[src/rtl/ctrl_hazard_stage_if.sv]
// ID/EX control stage bus: decoded ID fields in, registered EX fields and
// hazard status out. The master modport is the pipeline around the stage,
// and the slave modport is the stage itself.
interface ctrl_hazard_stage_if #(
  parameter int CTRL_W = 16,
  parameter int REG_AW = 5,
  parameter int CNT_W  = 16
);
  logic [CTRL_W-1:0] id_ctrl;
  logic              id_valid;
  logic [REG_AW-1:0] id_rs1;
  logic [REG_AW-1:0] id_rs2;
  logic              id_rs1_used;
  logic              id_rs2_used;
  logic [REG_AW-1:0] id_rd;
  logic              id_is_load;
  logic              flush;
  logic              ext_stall;
  logic [CTRL_W-1:0] ex_ctrl;
  logic              ex_valid;
  logic [REG_AW-1:0] ex_rd;
  logic              ex_is_load;
  logic              stall_req;
  logic [CNT_W-1:0]  bubble_cnt;

  modport master (
    output id_ctrl, id_valid, id_rs1, id_rs2, id_rs1_used, id_rs2_used,
           id_rd, id_is_load, flush, ext_stall,
    input  ex_ctrl, ex_valid, ex_rd, ex_is_load, stall_req, bubble_cnt
  );

  modport slave (
    input  id_ctrl, id_valid, id_rs1, id_rs2, id_rs1_used, id_rs2_used,
           id_rd, id_is_load, flush, ext_stall,
    output ex_ctrl, ex_valid, ex_rd, ex_is_load, stall_req, bubble_cnt
  );
endinterface

[src/rtl/ctrl_hazard_stage.sv]
// ID/EX control pipeline register with load-use bubble insertion.
//
// state | meaning
// RUN   | normal flow; a load-use hazard inserts the first bubble
// STALL | inserting the remaining bubbles, scnt of them still to go
//
// Priority at each edge: rst > flush > ext_stall > bubble > normal load.
module ctrl_hazard_stage #(
  parameter int                CTRL_W     = 16,
  parameter logic [CTRL_W-1:0] BUBBLE_VAL = '0,
  parameter int                REG_AW     = 5,
  parameter int                LU_STALL   = 1,
  parameter int                CNT_W      = 16
) (
  input logic clk,
  input logic rst,
  ctrl_hazard_stage_if.slave bus
);
  localparam int SCNT_W = $clog2(LU_STALL + 1);

  typedef enum logic {RUN, STALL} state_t;

  state_t            state, state_nxt;
  logic [SCNT_W-1:0] scnt, scnt_nxt;
  logic [CTRL_W-1:0] ex_ctrl_q, ex_ctrl_nxt;
  logic              ex_valid_q, ex_valid_nxt;
  logic [REG_AW-1:0] ex_rd_q, ex_rd_nxt;
  logic              ex_is_load_q, ex_is_load_nxt;
  logic [CNT_W-1:0]  cnt_q, cnt_nxt;
  logic              bubble;
  logic              hz;

  // Load-use hazard: ID reads the register that the load in EX will write; x0 is exempt.
  always_comb begin
    hz = bus.id_valid & ex_valid_q & ex_is_load_q & (ex_rd_q != '0) &
         ((bus.id_rs1_used & (bus.id_rs1 == ex_rd_q)) |
          (bus.id_rs2_used & (bus.id_rs2 == ex_rd_q)));
  end

  // Next-state logic: FSM, stall counter and EX register contents.
  always_comb begin
    state_nxt      = state;
    scnt_nxt       = scnt;
    ex_ctrl_nxt    = ex_ctrl_q;
    ex_valid_nxt   = ex_valid_q;
    ex_rd_nxt      = ex_rd_q;
    ex_is_load_nxt = ex_is_load_q;
    bubble         = 1'b0;
    if (bus.flush) begin
      bubble    = 1'b1;
      state_nxt = RUN;
      scnt_nxt  = '0;
    end else if (bus.ext_stall) begin
      bubble = 1'b0;
    end else if (state == STALL) begin
      bubble   = 1'b1;
      scnt_nxt = scnt - SCNT_W'(1);
      if (scnt == SCNT_W'(1)) state_nxt = RUN;
    end else if (hz) begin
      bubble = 1'b1;
      if (LU_STALL > 1) begin
        state_nxt = STALL;
        scnt_nxt  = SCNT_W'(LU_STALL - 1);
      end
    end else begin
      ex_ctrl_nxt    = bus.id_valid ? bus.id_ctrl : BUBBLE_VAL;
      ex_valid_nxt   = bus.id_valid;
      ex_rd_nxt      = bus.id_rd;
      ex_is_load_nxt = bus.id_is_load;
    end
    if (bubble) begin
      ex_ctrl_nxt    = BUBBLE_VAL;
      ex_valid_nxt   = 1'b0;
      ex_rd_nxt      = '0;
      ex_is_load_nxt = 1'b0;
    end
    cnt_nxt = (bubble && !(&cnt_q)) ? cnt_q + CNT_W'(1) : cnt_q;
  end

  // State and EX register update with synchronous reset.
  always_ff @(posedge clk) begin
    if (rst) begin
      state        <= RUN;
      scnt         <= '0;
      ex_ctrl_q    <= BUBBLE_VAL;
      ex_valid_q   <= 1'b0;
      ex_rd_q      <= '0;
      ex_is_load_q <= 1'b0;
      cnt_q        <= '0;
    end else begin
      state        <= state_nxt;
      scnt         <= scnt_nxt;
      ex_ctrl_q    <= ex_ctrl_nxt;
      ex_valid_q   <= ex_valid_nxt;
      ex_rd_q      <= ex_rd_nxt;
      ex_is_load_q <= ex_is_load_nxt;
      cnt_q        <= cnt_nxt;
    end
  end

  // Freeze upstream whenever this stage will not accept the ID instruction; flush releases it.
  always_comb begin
    bus.stall_req = !bus.flush & (bus.ext_stall | ((state == RUN) & hz) | (state == STALL));
  end

  assign bus.ex_ctrl    = ex_ctrl_q;
  assign bus.ex_valid   = ex_valid_q;
  assign bus.ex_rd      = ex_rd_q;
  assign bus.ex_is_load = ex_is_load_q;
  assign bus.bubble_cnt = cnt_q;
endmodule

[src/flat_wrapper.sv]
// flat-port wrapper written by rule: the top's interface ports become plain ports
module ctrl_hazard_stage_flat 
#(
  parameter int                CTRL_W     = 16,
  parameter logic [CTRL_W-1:0] BUBBLE_VAL = '0,
  parameter int                REG_AW     = 5,
  parameter int                LU_STALL   = 1,
  parameter int                CNT_W      = 16
)
  (clk, rst, bus_id_ctrl, bus_id_valid, bus_id_rs1, bus_id_rs2, bus_id_rs1_used, bus_id_rs2_used, bus_id_rd, bus_id_is_load, bus_flush, bus_ext_stall, bus_ex_ctrl, bus_ex_valid, bus_ex_rd, bus_ex_is_load, bus_stall_req, bus_bubble_cnt);
  ctrl_hazard_stage_if #(.CTRL_W(CTRL_W), .REG_AW(REG_AW), .CNT_W(CNT_W)) bus_i ();
  input logic clk;
  input logic rst;
  input wire logic [$bits(bus_i.id_ctrl)-1:0] bus_id_ctrl;
  input wire logic [$bits(bus_i.id_valid)-1:0] bus_id_valid;
  input wire logic [$bits(bus_i.id_rs1)-1:0] bus_id_rs1;
  input wire logic [$bits(bus_i.id_rs2)-1:0] bus_id_rs2;
  input wire logic [$bits(bus_i.id_rs1_used)-1:0] bus_id_rs1_used;
  input wire logic [$bits(bus_i.id_rs2_used)-1:0] bus_id_rs2_used;
  input wire logic [$bits(bus_i.id_rd)-1:0] bus_id_rd;
  input wire logic [$bits(bus_i.id_is_load)-1:0] bus_id_is_load;
  input wire logic [$bits(bus_i.flush)-1:0] bus_flush;
  input wire logic [$bits(bus_i.ext_stall)-1:0] bus_ext_stall;
  output wire logic [$bits(bus_i.ex_ctrl)-1:0] bus_ex_ctrl;
  output wire logic [$bits(bus_i.ex_valid)-1:0] bus_ex_valid;
  output wire logic [$bits(bus_i.ex_rd)-1:0] bus_ex_rd;
  output wire logic [$bits(bus_i.ex_is_load)-1:0] bus_ex_is_load;
  output wire logic [$bits(bus_i.stall_req)-1:0] bus_stall_req;
  output wire logic [$bits(bus_i.bubble_cnt)-1:0] bus_bubble_cnt;
  assign bus_i.id_ctrl = bus_id_ctrl;
  assign bus_i.id_valid = bus_id_valid;
  assign bus_i.id_rs1 = bus_id_rs1;
  assign bus_i.id_rs2 = bus_id_rs2;
  assign bus_i.id_rs1_used = bus_id_rs1_used;
  assign bus_i.id_rs2_used = bus_id_rs2_used;
  assign bus_i.id_rd = bus_id_rd;
  assign bus_i.id_is_load = bus_id_is_load;
  assign bus_i.flush = bus_flush;
  assign bus_i.ext_stall = bus_ext_stall;
  assign bus_ex_ctrl = bus_i.ex_ctrl;
  assign bus_ex_valid = bus_i.ex_valid;
  assign bus_ex_rd = bus_i.ex_rd;
  assign bus_ex_is_load = bus_i.ex_is_load;
  assign bus_stall_req = bus_i.stall_req;
  assign bus_bubble_cnt = bus_i.bubble_cnt;
  ctrl_hazard_stage #(.CTRL_W(CTRL_W), .BUBBLE_VAL(BUBBLE_VAL), .REG_AW(REG_AW), .LU_STALL(LU_STALL), .CNT_W(CNT_W)) u_core (.clk(clk), .rst(rst), .bus(bus_i));
endmodule
[config.mk]
export PLATFORM = sky130hd
export DESIGN_NAME = ctrl_hazard_stage_flat
export DESIGN_NICKNAME = d
export VERILOG_FILES = /design/src/rtl/ctrl_hazard_stage_if.sv /design/src/rtl/ctrl_hazard_stage.sv /design/src/flat_wrapper.sv
export SDC_FILE = /design/constraint.sdc
export NUM_CORES = 1
export LEC_CHECK = 0
export BUFFER_PORTS_ARGS = -buffer_cell sky130_fd_sc_hd__clkbuf_2
export CORE_MARGIN = 1.5
export CORE_UTILIZATION = 47
export CTS_BUF_LIST = sky130_fd_sc_hd__clkbuf_16
export CTS_CLUSTER_DIAMETER = 150
export DETAILED_ROUTE_END_ITERATION = 12
export MAX_ROUTING_LAYER = met4
export PLACE_DENSITY = 0.88
export SYNTH_ARGS = -nofsm -noshare
export SYNTH_HDL_FRONTEND = slang
export SYNTH_SLANG_ARGS = --single-unit
[constraint.sdc]
create_clock -name clk -period 2.12 [get_ports clk]
set_input_delay 0 -clock clk [delete_from_list [all_inputs] [get_ports clk]]
set_output_delay 0 -clock clk [all_outputs]
set_load 0.01 [all_outputs]
# After elaboration in Yosys (flattened, before gate mapping)
# Index checks and enable logic that the tools add are counted.
dict set report word_totals {
  reg_bits 41
  inputBits 39
  output_inout_bits 40
  word_cells 42
}
dict set report classes {
  n_mux 7
  bitwise 15
  reduce_logical 9
  n_eq_ne 2
  add_sub_neg 2
}
# operator count
set ops {}
lappend ops {{16-bit by 1-bit adder with 16-bit output, second input constant} 1}
lappend ops {{16-bit two-way mux} 1}
lappend ops {{16-bit AND reduction} 1}
lappend ops {{5-bit equality test} 2}
lappend ops {{1-bit bitwise AND} 8}
lappend ops {{1-bit two-way mux} 6}
lappend ops {{5-bit nonzero test} 1}
lappend ops {{1-bit NOT} 4}
lappend ops {{4-bit AND reduction} 1}
lappend ops {{2-bit OR reduction} 2}
lappend ops {{1-bit OR} 3}
lappend ops {{1-bit zero test} 2}
lappend ops {{2-bit AND reduction} 1}
lappend ops {{1-bit logical AND} 1}
lappend ops {{1-bit subtractor, second input constant} 1}

# Longest topological paths before layout
# Gate-level depths: netlist (run 1).
dict set report logic_depth {
  word_depth 9
  depth_mapped 9
  ltp_nobuf 7
}

# Worst setup path after synthesis (run 1)
# Ideal clock, no wire load.
dict set report synth_path {
  path_type {flip-flop to flip-flop}
  start {register u_core.ex_rd_q[1], in the netlist u_core.bus.ex_rd[1]}
  end {register u_core.cnt_q[5], in the netlist u_core.bus.bubble_cnt[5]}
  stages_incl_launch_ff 8
  arrival_ns 1.793
  setup_ns 0.121
  period_less_slack_ns 1.914
  path_slack_ns 0.206
  path_cell_list {dfxtp_1 > xnor2_1 > nand4_1 > o22ai_2 > a311oi_2 > clkbuf_2 > nor4_1 > mux2_2}
}
dict set report synth_between {
  elab_chain_len 9
  elab_cells_between_ends 13
  classes_between {2 x eq/ne; 4 x mux; 5 x bitwise; 2 x reduce/logical}
}
# item line_no
set synth_rtl {}
lappend synth_rtl {{from (decl)} ctrl_hazard_stage.sv:27} ;# logic [REG_AW-1:0] ex_rd_q, ex_rd_nxt;
lappend synth_rtl {{from (signal assigned)} ctrl_hazard_stage.sv:95} ;# ex_rd_q <= ex_rd_nxt;
lappend synth_rtl {{5-bit equality test, on equally long branches} {ctrl_hazard_stage.sv:36, ctrl_hazard_stage.sv:37}}
lappend synth_rtl {{1-bit bitwise AND, on equally long branches} {ctrl_hazard_stage.sv:36, ctrl_hazard_stage.sv:37}}
lappend synth_rtl {{1-bit OR} ctrl_hazard_stage.sv:36} ;# ((bus.id_rs1_used & (bus.id_rs1 == ex_rd_q)) |
lappend synth_rtl {{1-bit bitwise AND (*)} ctrl_hazard_stage.sv:35} ;# hz = bus.id_valid & ex_valid_q & ex_is_load_q & (ex_rd_q != '0) &
lappend synth_rtl {{1-bit two-way mux (*)} ctrl_hazard_stage.sv:59} ;# end else if (hz) begin
lappend synth_rtl {{1-bit two-way mux (*)} ctrl_hazard_stage.sv:55} ;# end else if (state == STALL) begin
lappend synth_rtl {{1-bit two-way mux (*)} ctrl_hazard_stage.sv:53} ;# end else if (bus.ext_stall) begin
lappend synth_rtl {{1-bit two-way mux (*)} ctrl_hazard_stage.sv:49} ;# if (bus.flush) begin
lappend synth_rtl {{1-bit logical AND (*)} ctrl_hazard_stage.sv:77} ;# cnt_nxt = (bubble && !(&cnt_q)) ? cnt_q + CNT_W'(1) : cnt_q;
lappend synth_rtl {{to (signal assigned)} ctrl_hazard_stage.sv:97} ;# cnt_q <= cnt_nxt;
lappend synth_rtl {{to (decl)} ctrl_hazard_stage.sv:29} ;# logic [CNT_W-1:0] cnt_q, cnt_nxt;
# Every way passes the cells marked *; elsewhere a longest branch is shown, timed or not.
# A chain may end at the register's enable or synchronous reset.

# Worst setup path after layout (run 1)
dict set report layout_path {
  start {register u_core.ex_rd_q[3], in the netlist u_core.bus.ex_rd[3]}
  end {register u_core.cnt_q[5], in the netlist u_core.bus.bubble_cnt[5]}
}
# Same word-level chain as after synthesis.

==> impl_metrics.env, run 1 <==
export IMPL_fill_cells=274
export IMPL_post_synth_top_area_cell="dfxtp_1"
export IMPL_cts_buffers=5
export IMPL_r2r_slack_ns=0.05
export IMPL_grt_start_max_net_pins=33
export IMPL_synthCells=226
export IMPL_first_global_vias=1985
export IMPL_cp_end_kind="flop"
export IMPL_yosysUniqueCellTypes=34
export IMPL_synth_area_top_cells="dfxtp_1, a21oi_1, nand3_1"
export IMPL_maxSlewViolCount=0
export IMPL_yosysTopAreaCellShare_pct=42.90
export IMPL_finalHoldViolations=0
export IMPL_clk_latency_ns=0.28
export IMPL_critPathBufInv=1
export IMPL_mostFrequentLayoutCells="clkbuf_2, dfxtp_1, a21oi_1"
export IMPL_clockBufferDepth=2
export IMPL_slowest_delay_ns=0.43
export IMPL_maxCapViolations=0
export IMPL_syn_area_um2=1913
export IMPL_hp_start="bus_id_rd[2]"
export IMPL_antenna_found_initial=0
export IMPL_ant_nets=0
export IMPL_finClkSkew_ns=0.004968
export IMPL_final_common_cell="clkbuf_2"
export IMPL_path_cells="xnor2_1 > nand4_1 > o22ai_2 > a311oi_2 > buf_12 > nor4_1 > mux2_2"
export IMPL_cts_sinks=41
export IMPL_reg2regPathDepth=7
export IMPL_min_path_type="in2reg"
export IMPL_drc=0
export IMPL_ys_dominant_reg_cell="dfxtp_1"
export IMPL_crit_arrival_ns=2.24
export IMPL_syn2layout_area_growth_pct=45.59
export IMPL_final_min_period_over_clock_period_pct=97.46
export IMPL_synth_nets=266
export IMPL_ioPinCount=79
export IMPL_synth_edf_count=0
export IMPL_ys_ff_latch=41
export IMPL_tritoncts="built"
export IMPL_irDropWorstVdd_mv=0.4676
export IMPL_period_needed_ns=2.066
export IMPL_die_h_um=66.80
export IMPL_core_area_um2=3943
export IMPL_critPathTopFamily="compound AO/OA/AOI/OAI gates"
export IMPL_synth_warnings=0
export IMPL_dpl_hpwl_um=3357
export IMPL_critical_path_startpoint="u_core.bus.ex_rd[3]$_SDFFE_PP0P_"
export IMPL_outcome="finished clean"
export IMPL_post_cts_buffers=0
export IMPL_drt_wl_total_um=5549
export IMPL_worst_slew_pin_slew_ns=0.3973
export IMPL_insertedDiodeCount=0
export IMPL_place_gp_congestion=0.8149
export IMPL_path_depth=7
export IMPL_crit_required_ns=2.29
export IMPL_start_kind="flop"
export IMPL_dr_pass1_iters=4
export IMPL_critPathCapture="u_core.bus.bubble_cnt[5]$_SDFFE_PP0P_"
export IMPL_r2r_start="u_core.bus.ex_rd[3]$_SDFFE_PP0P_"
export IMPL_dr_total_vias=2155
export IMPL_max_freq_mhz=484.0
export IMPL_vias_per_cell=5.671
export IMPL_rr_endpoint="u_core.bus.bubble_cnt[5]$_SDFFE_PP0P_"
export IMPL_wl_per_cell_um=14.60
export IMPL_start_util_pct=48.52
export IMPL_ys_seq_area_share_pct=42.90
export IMPL_p_leak_uw=0.001110
export IMPL_placed_cell_area_um2=2406
export IMPL_cpMaxStageDelayCell="dfxtp_1"
export IMPL_final_util_pct=70.64
export IMPL_grt_pass1_wl_um=8611
export IMPL_portBuffers=78
export IMPL_grt_usage_pct=26.00
export IMPL_htree_levels=2
export IMPL_nets=369
export IMPL_setup_violations=0
export IMPL_slew_headroom_pct=73.51
export IMPL_grt_overflow=0
export IMPL_syn_avg_cell_area_um2=8.465
export IMPL_drt_initial_drc_count=133
export IMPL_die_w_um=66.80
export IMPL_design_area_um2=2785
export IMPL_powerDensity_nw_per_um2=660.5
export IMPL_path_clk_slew_ns=0.06
export IMPL_worst_path_max_fanout=30
export IMPL_async_flop_share_pct=0
export IMPL_drive_gt1_share_pct=32.42
export IMPL_core_rowCount=23
export IMPL_hold_slack_ns=0.002891
export IMPL_die_area_um2=4462
export IMPL_cts_root_buf="clkbuf_16"
export IMPL_crit_type="reg2reg"
## worst min path at each step
| stage | end | slack [ns] | depth (start not counted) |
|---|---|---|---|
| 3_5_place_dp | u_core.bus.ex_rd[3]$_SDFFE_PP0P_ | 0.25 | 3 |
| 3_3_place_gp | u_core.bus.ex_is_load$_SDFFE_PP0P_ | 0.23 | 3 |
| 6_report | u_core.bus.ex_rd[2]$_SDFFE_PP0P_ | 0.003 | 3 |
| 4_1_cts | u_core.bus.ex_rd[2]$_SDFFE_PP0P_ | 0.0001 | 3 |
| 5_1_grt | u_core.bus.ex_rd[2]$_SDFFE_PP0P_ | 0.03 | 3 |
| 2_1_floorplan | bus_stall_req | 0.05 | 1 |
## cells by family (layout without fill, tap and decap cells)
family	after synthesis	in the layout	share of synthesized area, %
and+or+nand+nor	94	94	26.88
AOI/OAI and AO/OA	57	57	18.57
buffers and inverters	19	123	4.251
adders and majority gates	1	1	0.6539
DFF	41	41	42.90
muxes	3	3	1.700
xor gates and xnor gates	11	11	5.036
## final cells by class
class / instances / area, um^2 / area share, %
Multi-Input combinational cell: 166 / 1015 / 36.43
Sequential cell: 41 / 823.3 / 29.56
Timing Repair Buffer: 111 / 703.2 / 25.25
Clock buffer: 5 / 125.1 / 4.492
Tap cell: 50 / 62.56 / 2.246
Clock inverter: 3 / 41.29 / 1.482
Inverter: 4 / 15.01 / 0.5391
## sequential cells by signal, indices dropped and copies added, names as in the netlist
register	cells
u_core.bus.ex_valid	1
u_core.scnt	1
u_core.bus.bubble_cnt	16
u_core.state	1
u_core.bus.ex_ctrl	16
u_core.bus.ex_rd	5
u_core.bus.ex_is_load	1
## report_power, final
group / total, uW / internal (uW) / switching (uW)
registers: 793 / 782 / 11.2
clock network: 852 / 551 / 301
logic: 194 / 101 / 93.6
total: 1840 / 1430 / 406
## cell usage after synthesis, types with 3 or more instances
cell type and number:
nor2_1 15, or4_1 10, a21oi_1 31, inv_1 4
nand2b_1 16, nand3_1 25, nand2_1 8, dfxtp_1 41
a22oi_1 6, a211oi_1 3, nor4_1 3, nand4_1 4
o31ai_1 10, clkbuf_1 7, xnor2_1 11, buf_2 7
## layer usage
layer | GRT usage, % | up-vias | part of all wire [%]
met3 | 5.912 | 17 | 6.9
li1 | - | 1027 | -
met5 | - | - | 0
met4 | 12.76 | 0 | 2.8
met2 | 44.88 | 108 | 50
met1 | 28.08 | 1003 | 41
## through the flow
| stage | setup WS (ns) | instances | total power (uW) | setup TNS, ns |
|---|---|---|---|---|
| 2_1_floorplan | 0.2060 | 226 | 894.0 | 0 |
| 3_3_place_gp | 0.1544 | 351 | 961.3 | 0 |
| 3_5_place_dp | 0.06826 | 351 | 966.0 | 0 |
| 4_1_cts | 0.06315 | 380 | 1849 | 0 |
| 5_1_grt | -0.01865 | 380 | 1899 | -0.05815 |
| 6_report | 0.05389 | 380 | 1840 | 0 |
## repair_timing
item	in CTS	in global routing
hold endpoints to repair	21	0
hold buffers	21	0
gates resized for setup	0	2
endpoints found under the setup margin	0	7
## worst min-delay path, delay by kind of cell
family	cells	cell delay, ns
AOI/OAI and AO/OA	1	0.06
and+or+nand+nor	1	0.09
buffers and inverters	1	0.09
Note: power is estimated with default switching activity, not from simulation.
==> run 2: changes to the inputs <==
- CORE_ASPECT_RATIO: not set -> 1.4
- REMOVE_ABC_BUFFERS: not set -> 1
==> run 2 against run 1 <==
  * First-iteration DRC count down 39%
  * Clock power down 2.8%
  * Sequential power about the same
  * Utilization up 0.65 points
  * Non-clock buffer count up 2
  * Sequential share of layout area down 0.093 points
  * Combinational power about the same
  * Fmax up 5.5%
==> impl_metrics.env, run 2 (synthesized netlist as in run 1, its figures left out) <==
export IMPL_outcome="finished clean"
export IMPL_rsz0062_at_grt="no"
export IMPL_path_clk_slew_ns=0.06
export IMPL_antenna_found_initial=0
export IMPL_syn2layout_area_growth_pct=46.04
export IMPL_grt_overflow=0
export IMPL_p_leak_uw=0.001121
export IMPL_finalNonFillerCells=374
export IMPL_cts_sinks=41
export IMPL_max_freq_mhz=510.8
export IMPL_maxSlewViolCount=0
export IMPL_r2r_start="u_core.bus.ex_rd[2]$_SDFFE_PP0P_"
export IMPL_slowest_delay_ns=0.42
export IMPL_r2r_slack_ns=0.16
export IMPL_drc=0
export IMPL_min_path_type="in2reg"
export IMPL_cts_root_buf="clkbuf_16"
export IMPL_start_kind="flop"
export IMPL_drive_gt1_share_pct=32.93
export IMPL_first_global_vias=1896
export IMPL_cp_end_kind="flop"
export IMPL_nets=371
export IMPL_dr_pass1_iters=4
export IMPL_dpl_hpwl_um=3409
export IMPL_tritoncts="built"
export IMPL_setup_violations=0
export IMPL_worst_path_max_fanout=30
export IMPL_drt_initial_drc_count=81
export IMPL_rr_endpoint="u_core.bus.bubble_cnt[5]$_SDFFE_PP0P_"
export IMPL_setup_tns_ns=0
export IMPL_htree_levels=2
export IMPL_hold_slack_ns=0.1465
export IMPL_cts_buffers=5
export IMPL_mostFrequentLayoutCells="clkbuf_2, dfxtp_1, a21oi_1"
export IMPL_reg2regPathDepth=7
export IMPL_worst_slew_pin_slew_ns=0.3888
export IMPL_place_inst=344
export IMPL_crit_required_ns=2.28
export IMPL_slew_headroom_pct=73.92
export IMPL_die_h_um=78.49
export IMPL_crit_arrival_ns=2.12
export IMPL_die_area_um2=4468
export IMPL_path_depth=7
export IMPL_critical_path_startpoint="u_core.bus.ex_rd[2]$_SDFFE_PP0P_"
export IMPL_final_common_cell="clkbuf_2"
export IMPL_critPathTopFamily="flip-flops"
export IMPL_grt_pass1_wl_um=8424
export IMPL_vias_per_cell=5.508
export IMPL_grt_start_max_net_pins=33
export IMPL_irDropWorstVdd_mv=0.6697
export IMPL_clockBufferDepth=2
export IMPL_finClkSkew_ns=0.004155
export IMPL_ant_nets=0
export IMPL_die_w_um=56.92
export IMPL_core_rowCount=27
export IMPL_clk_latency_ns=0.28
export IMPL_dr_total_vias=2060
export IMPL_finalHoldViolations=0
export IMPL_powerDensity_nw_per_um2=649.8
export IMPL_critPathBufInv=1
export IMPL_insertedDiodeCount=0
export IMPL_place_gp_congestion=0.8085
export IMPL_period_needed_ns=1.958
export IMPL_path_cells="xnor2_1 > nand4_1 > o22ai_2 > a311oi_2 > buf_12 > nor4_1 > mux2_2"
export IMPL_wl_per_cell_um=13.98
export IMPL_start_util_pct=48.82
export IMPL_critPathCapture="u_core.bus.bubble_cnt[5]$_SDFFE_PP0P_"
export IMPL_drt_wl_total_um=5229
export IMPL_cpMaxStageDelayCell="dfxtp_1"
export IMPL_crit_type="reg2reg"
export IMPL_ioPinCount=79
export IMPL_maxCapViolations=0
export IMPL_grt_usage_pct=24.08
export IMPL_portBuffers=78
export IMPL_core_area_um2=3919
export IMPL_final_min_period_over_clock_period_pct=92.34
[run 2: metrics by stage]
step | power, uW | cell area (um^2) | util [%] | worst slack [ns]
after floorplan | 878.2 | 1847 | - | -0.4677
after detailed placement | 967.8 | 2397 | 61.18 | 0.03055
after global routing | 1884 | 2794 | 71.30 | 0.03427
after CTS | 1831 | 2778 | 70.88 | 0.003942
after global placement | 963.2 | 2397 | 61.18 | 0.1117
final | 1816 | 2794 | 71.30 | 0.1623
[run 2: final cells by class]
cell class                      instances  area, um^2
Timing Repair Buffer                  113       720.7
Clock buffer                            5       125.1
Multi-Input combinational cell        166        1021
Tap cell                               43       53.80
Fill cell                             316        1125
Sequential cell                        41       823.3
Inverter                                4       15.01
Clock inverter                          2       35.03
[run 2: worst reg2reg max path, stage by stage (launching register included)]
cell and delay (ns):
dfxtp_1 0.42, xnor2_1 0.14, nand4_1 0.12, o22ai_2 0.22, a311oi_2 0.15, buf_12 0.19
nor4_1 0.25, mux2_2 0.36
[run 2: how the worst min path moves through the flow]
stage	slack (ns)	depth (start not counted)	start	end
floorplan	0.05	1	bus_flush	bus_stall_req
global placement	0.24	3	bus_id_is_load	u_core.bus.ex_is_load$_SDFFE_PP0P_
detailed placement	0.25	3	bus_id_rd[1]	u_core.bus.ex_rd[1]$_SDFFE_PP0P_
CTS	0.14	3	bus_ext_stall	u_core.state$_SDFFE_PP0N_
global route	0.17	3	bus_ext_stall	u_core.state$_SDFFE_PP0N_
finish	0.15	3	bus_ext_stall	u_core.state$_SDFFE_PP0N_
[run 2: power breakdown]
| group | leakage (uW) | internal [uW] | switching, uW | total (uW) |
|---|---|---|---|---|
| combinational | 0.000709 | 104 | 90.7 | 195 |
| sequential | 0.000332 | 782 | 11.0 | 793 |
| clock | 0.0000797 | 546 | 282 | 828 |
[run 2: layer usage]
layer | global-route usage, % | routed length, um
met3 | 4.778 | 270
met4 | 9.767 | 178
met1 | 26.36 | 2005
met2 | 42.07 | 2774
met5 | - | 0
[run 2: what timing repair did]
| item | in CTS | in global routing |
|---|---|---|
| setup endpoints to repair | 0 | 7 |
| hold endpoints to repair | 22 | 0 |
| gates resized for setup | 0 | 3 |
| setup buffers | 0 | 1 |
| hold buffers | 22 | 0 |
